`src/rtl/somador.sv`:
```
// somador: registered signed adder with overflow flag; one-cycle latency.
// Define SOMADOR_SAT_EN to saturate the sum on overflow instead of wrapping.
module somador #(
   parameter int WIDTH = 8
) (
   input  logic             clk,
   input  logic             rst_n,
   input  logic             in_valid,
   input  logic [WIDTH-1:0] a,
   input  logic [WIDTH-1:0] b,
   output logic [WIDTH-1:0] s,
   output logic             flag,
   output logic             out_valid
);
   logic [WIDTH-1:0] w_sum;
   logic [WIDTH-1:0] w_res;
   logic             w_ovf;
   logic [WIDTH-1:0] r_s;
   logic             r_flag;
   logic             r_out_valid;
   always_comb begin
      w_sum = a + b;
      w_ovf = (a[WIDTH-1] == b[WIDTH-1]) && (w_sum[WIDTH-1] != a[WIDTH-1]);
`ifdef SOMADOR_SAT_EN
      // Overflow direction follows the shared operand sign.
      w_res = w_ovf ? (a[WIDTH-1] ? {1'b1, {(WIDTH-1){1'b0}}} : {1'b0, {(WIDTH-1){1'b1}}}) : w_sum;
`else
      w_res = w_sum;
`endif
   end
   always_ff @(posedge clk or negedge rst_n) begin
      if (!rst_n) begin
         r_s         <= '0;
         r_flag      <= 1'b0;
         r_out_valid <= 1'b0;
      end else begin
         r_out_valid <= in_valid;
         if (in_valid) begin
            r_s    <= w_res;
            r_flag <= w_ovf;
         end
      end
   end
   assign s         = r_s;
   assign flag      = r_flag;
   assign out_valid = r_out_valid;
endmodule

```
`config.mk`:
```
export PLATFORM = sky130hd
export DESIGN_NAME = somador
export DESIGN_NICKNAME = d
export VERILOG_FILES = /design/src/rtl/somador.sv
export SDC_FILE = /design/constraint.sdc
export NUM_CORES = 1
export LEC_CHECK = 0
export ABC_AREA = 1
export ABC_CLOCK_PERIOD_IN_PS = 1800
export CORE_MARGIN = 8
export CORE_UTILIZATION = 30
export CTS_BUF_LIST = sky130_fd_sc_hd__clkbuf_8
export DETAILED_ROUTE_END_ITERATION = 16
export GPL_TIMING_DRIVEN = 0
export PLACE_DENSITY_LB_ADDON = 0.12
export SYNTH_ARGS = -nofsm -noshare
export SYNTH_HDL_FRONTEND = slang
export SYNTH_SLANG_ARGS = --single-unit
```
`constraint.sdc`:
```
create_clock -name clk -period 1.8 [get_ports clk]
set_input_delay 0.36 -clock clk [delete_from_list [all_inputs] [get_ports clk]]
set_output_delay 0.36 -clock clk [all_outputs]
set_load 0.01 [all_outputs]
```
==> results of run 1 <==
-- metrics by stage --
step | total power (µW) | util, % | cells | cell area, µm²
6_report | 828 | 46.2 | 161 | 1110
5_1_grt | 888 | 46.2 | 161 | 1110
4_1_cts | 841 | 46.1 | 161 | 1110
3_5_place_dp | 559 | 43.8 | 157 | 1060
3_3_place_gp | 554 | 43.8 | 157 | 1060
2_1_floorplan | 421 | - | 99 | 738
-- critical path, delay by kind of cell --
kind            cells  cell delay [ns]
simple gates        2             0.13
fa+ha+maj           2             0.61
compound gates      2             0.25
buf+inv             1             0.40
-- cells in the mapped netlist --
cell       n
o21ai_1    1
or2_4      1
nor2_1     3
nor2_2     1
nand2_1   38
a21oi_4    1
or2_1      1
nand3_2    1
a31oi_1    1
inv_1      9
nand2_2    4
nand3b_1   2
o21ai_0    1
dfrtp_1   10
nand3_1    9
nand4_1    1
ha_1       7
a21oi_1    3
fa_1       1
inv_2      3
buf_6      1
-- state kept, by name, summed over array words and instances (netlist names) --
name       count
s              8
out_valid      1
flag           1
-- final cells by class --
| cell class | count | area share [%] |
|---|---|---|
| buffer | 1 | 1.01 |
| clock buffer | 4 | 4.94 |
| inverter | 12 | 4.04 |
| multi-input combinational | 76 | 39.0 |
| sequential | 10 | 22.5 |
| tap | 30 | 3.37 |
| timing repair buffer | 28 | 25.2 |
-- routing by layer --
layer | vias up | global-route usage [%] | share of wire, %
li1 | 380 | - | -
met1 | 308 | 10.2 | 46
met2 | 17 | 14.1 | 49
met3 | 0 | 2.04 | 5.4
met4 | 0 | 4.09 | 0
met5 | - | 0 | 0
-- cells by family (layout without fill, tap and decap cells) --
family                     after synthesis  after routing  synth area share, %
and+or+nand+nor                         61             61                 37.5
buffers and inverters                   13             45                 7.63
DFF                                     10             10                 33.9
adders and majority gates                8              8                 14.6
AOI/OAI and AO/OA                        7              7                 6.44
-- layout by cell type (no fill, tap or decap), drive strengths merged, types with 4 or more instances in the layout --
| cell type | n |
|---|---|
| clkdlybuf4s50 | 28 |
| ha | 7 |
| nand2 | 42 |
| nor2 | 4 |
| dfrtp | 10 |
| nand3 | 10 |
| a21oi | 4 |
| inv | 12 |
| clkbuf | 4 |
-- path summary, 6_finish.rpt --
path | from | endpoint | slack (ns) | cells after the start
setup / recovery | a[0] | s[4] | 0.16 | 7
hold / removal | rst_n | s[6] | 0.45 | 1
setup reg to reg | s[3] | s[3] | 1.15 | 2
hold reg to reg | s[0] | s[0] | 0.47 | 2
max in group asynchronous | rst_n | s[4] | 1.04 | 1
min in group clk | s[0] | s[0] | 0.47 | 2
-- power by group --
group	total, µW	switching, µW	internal (µW)	leakage (µW)
sequential	273	16.0	257	0.000120
combinational	279	130	149	0.000405
clock	276	83.9	192	0.0000288
-- repair_timing --
action | in CTS | in global routing
gates resized for setup | 0 | 1
endpoints found under the setup margin | 0 | 1
endpoints found under the hold margin | 0 | 0
==> impl_metrics.yaml, run 1 <==
clock_tree:
  postCtsSetupRepairBufs: 0
  cts_tree: "done"
  cts-htree-levels: 1
  max-clock-path-buffers: 2
  numCtsBuffers: 3
  hold_buffers: 0
  clkSinkCount: 10
  cts_root_buffer: "clkbuf_8"
  path_clk_slew_ns: 0.05
  clk_latency_ns: 0.23
finish:
  fill_cells: 250
  antennaDiodeCount: 0
  seq_area_um2: 250
  drive_gt1_share_pct: 13.0
  areaGrowthSynthToFinish_pct: 50.8
  fin_nets: 159
  multi_input_area_um2: 434
placed_design:
  preCtsSetupSlack_ns: -0.138
  routabilityCongestion: 0.745
  post-dp-hpwl_um: 1410
  io_buffers: 28
sta:
  min_period_ns: 1.64
  fin_hold_ws_ns: 0.447
  setup_violations: 0
  rsz0062_at_grt: "no"
  timing.setup.tns_ns: 0
  hold_viol: 0
  tightest_slew_ns: 0.457
  fmax_mhz: 612
  drv_slew: 0
  clock_skew_ns: 0
  relSlewSlack_pct: 69.5
  setup_ws_ns: 0.165
  post-route-period-util_pct: 90.8
job:
  cap_viol_max_count: 0
worst_setup_path:
  cp_data_arrival_time_ns: 1.75
  crit_top_cell: "nand2_1"
  slowest_delay_ns: 0.40
  crit_path_end_kind: "flip-flop"
  path_cells: "clkdlybuf4s50_1, ha_1, fa_2, a21oi_1, nand2_1, nand2_1, o21ai_1"
  slowest_stage: "clkdlybuf4s50_1"
  crit_required_ns: 1.92
  cp-start-kind: "primary input"
  path_max_fanout: 4
  critPathKind: "in2reg"
floorplan:
  io_pins: 29
  start_util_pct: 30.6
  rows: 18
  coreArea_um2: 2410
  die_h_um: 65.6
  die_w_um: 65.6
  die_area_um2: 4300
global_route:
  antenna_found_initial: 0
  overflow: 0
  grt_pass1_vias: 703
  grtUsageTotal_pct: 8.57
  grt_max_degree: 11
  grt_pass1_wl_um: 3040
yosys:
  syn_avg_cell_area_um2: 7.46
  netlist.area_leader.share_pct: 33.9
  yosysWarnings: 0
  syn_nets: 126
  synthDistinctLibCells: 21
  yosysSeqAreaShare_pct: 33.9
  synth-seq-cells: 10
  synthesis.instances: 99
  syn_area_um2: 738
  yosysTopAreaCell: "dfrtp_1"
  synthTopCellsByArea: "dfrtp_1 (34%), nand2_1 (19%), ha_1 (12%)"
route:
  drc: 0
  antenna_left: 0
  drt-pass1-iter-count: 4
  viasPerCell: 4.38
  drtIter0Drc: 23
  avgRoutedWirePerCell_um: 10.4
  drt_wl_total_um: 1680
  vias: 705
outcome:
  status: "completed"
hold_path:
  min_path_type: "in2async"
power:
  ir_drop_v: 0.000438
  p_leak_uw: 0.000553
  p_per_area_nw_per_um2: 743
(Power assumes the default switching activity.)
==> inputs of run 2 (changes only) <==
CORE_UTILIZATION = 37   (was 30)
==> impl_metrics.yaml, run 2 (synthesis gave the netlist of run 1 again) <==
worst_setup_path:
  path_max_fanout: 4
  critPathKind: "in2reg"
  rr_endpoint: "s[3]"
  r2r_setup_slack_ns: 1.16
  slowest_delay_ns: 0.44
  path_cells: "clkdlybuf4s50_1, ha_1, fa_1, nand3_1, nand4_1, nand3_1, nand2_1"
  cp-start-kind: "primary input"
  critPathCapture: "s[6]"
  crit_path_end_kind: "flip-flop"
  cp_data_arrival_time_ns: 1.80
  rr_startpoint: "s[3]"
  path_buf_inv: 1
  critPathLaunch: "a[0]"
  cp_top_family: "adder cells"
  crit_required_ns: 1.91
  crit_top_cell: "nand3_1"
  reg2reg_depth: 2
  worst-path-stages: 7
  slowest_stage: "fa_1"
route:
  viasPerCell: 4.46
  antenna_left: 0
  drt-pass1-iter-count: 2
  drt_wl_total_um: 1610
  vias: 701
  drtIter0Drc: 6
  avgRoutedWirePerCell_um: 10.2
  drc: 0
global_route:
  grt_pass1_vias: 687
  antenna_found_initial: 0
  grt_max_degree: 11
  grtUsageTotal_pct: 9.62
  grt_pass1_wl_um: 2770
  overflow: 0
finish:
  areaGrowthSynthToFinish_pct: 48.6
  drive_gt1_share_pct: 12.3
  stdcell_count: 157
  final_cell_mix: "nand2_1 (38), clkdlybuf4s50_1 (28), dfrtp_1 (10)"
  final_common_cell: "nand2_1"
  fin_nets: 159
  antennaDiodeCount: 0
  largest_reg_flops: 8
  post-route-util_pct: 57.1
power:
  p_leak_uw: 0.000548
  totalPowerFinal_uw: 766
  ir_drop_v: 0.000289
  p_per_area_nw_per_um2: 698
floorplan:
  die_area_um2: 3680
  rows: 16
  die_h_um: 60.7
  die_w_um: 60.7
  coreArea_um2: 1920
  io_pins: 29
  start_util_pct: 38.4
sta:
  post-route-period-util_pct: 93.7
  clock_skew_ns: 0
  min_period_ns: 1.69
  setup_ws_ns: 0.113
  relSlewSlack_pct: 70.8
  setup_violations: 0
  rsz0062_at_grt: "no"
  hold_viol: 0
  fmax_mhz: 593
  tightest_slew_ns: 0.437
  fin_hold_ws_ns: 0.447
  drv_slew: 0
clock_tree:
  numCtsBuffers: 3
  clk_latency_ns: 0.22
  cts_tree: "done"
  max-clock-path-buffers: 2
  cts_root_buffer: "clkbuf_8"
  cts-htree-levels: 1
  path_clk_slew_ns: 0.04
  postCtsSetupRepairBufs: 0
  clkSinkCount: 10
job:
  cap_viol_max_count: 0
placed_design:
  routabilityCongestion: 0.748
  preCtsSetupSlack_ns: -0.125
  post-dp-hpwl_um: 1400
  io_buffers: 28
  dpl.cell_count: 154
hold_path:
  min_path_type: "in2async"
outcome:
  status: "completed"
[run 2: power by group]
| group | switching (µW) | leakage, µW | internal, µW | total [µW] |
|---|---|---|---|---|
| Combinational | 129 | 0.000406 | 149 | 278 |
| Clock | 69.9 | 0.0000216 | 145 | 215 |
| Sequential | 15.3 | 0.000120 | 258 | 273 |
[run 2: layout make-up]
cell class	count	area, µm²
Buffer	1	11.3
Sequential cell	10	250
Multi-Input combinational cell	76	435
Clock buffer	3	41.3
Fill cell	198	825
Inverter	12	45.0
Tap cell	27	33.8
Timing Repair Buffer	28	280
[run 2: what timing repair did]
item | in CTS | in global routing
hold buffers | 0 | 0
endpoints found under the setup margin | 0 | 1
gates resized for setup | 0 | 1
[run 2: worst min-delay path by stage]
stage                     cells past startpoint  slack, ns  endpoint  startpoint
after floorplan                               0       0.06      flag       rst_n
after global placement                        2       0.45      s[1]        s[1]
after detailed placement                      2       0.46      s[1]        s[1]
after CTS                                     1       0.46      s[0]       rst_n
after global routing                          1       0.48      s[5]       rst_n
final                                         1       0.45      s[2]       rst_n
[run 2: metal layers]
metal | global-route usage [%] | vias to the layer above | routed length, µm
met5 | 0 | - | 0
met4 | 5.98 | 0 | 25
met3 | 1.27 | 2 | 98
met2 | 16.7 | 17 | 761
met1 | 10.7 | 304 | 722
li1 | - | 378 | -
[run 2: stage by stage]
step           setup TNS (ns)  area, µm²
2_1_floorplan               0        738
3_3_place_gp           -0.240       1050
3_5_place_dp           -0.280       1050
4_1_cts                     0       1090
5_1_grt                     0       1100
6_report                    0       1100
==> inputs of run 3 (changes only) <==
CTS_CLUSTER_DIAMETER = 200   (was not set)
SLEW_MARGIN = 5   (was not set)
==> results of run 3 <==
No change in the layout: final DEF, timing and power equal those of run 2.
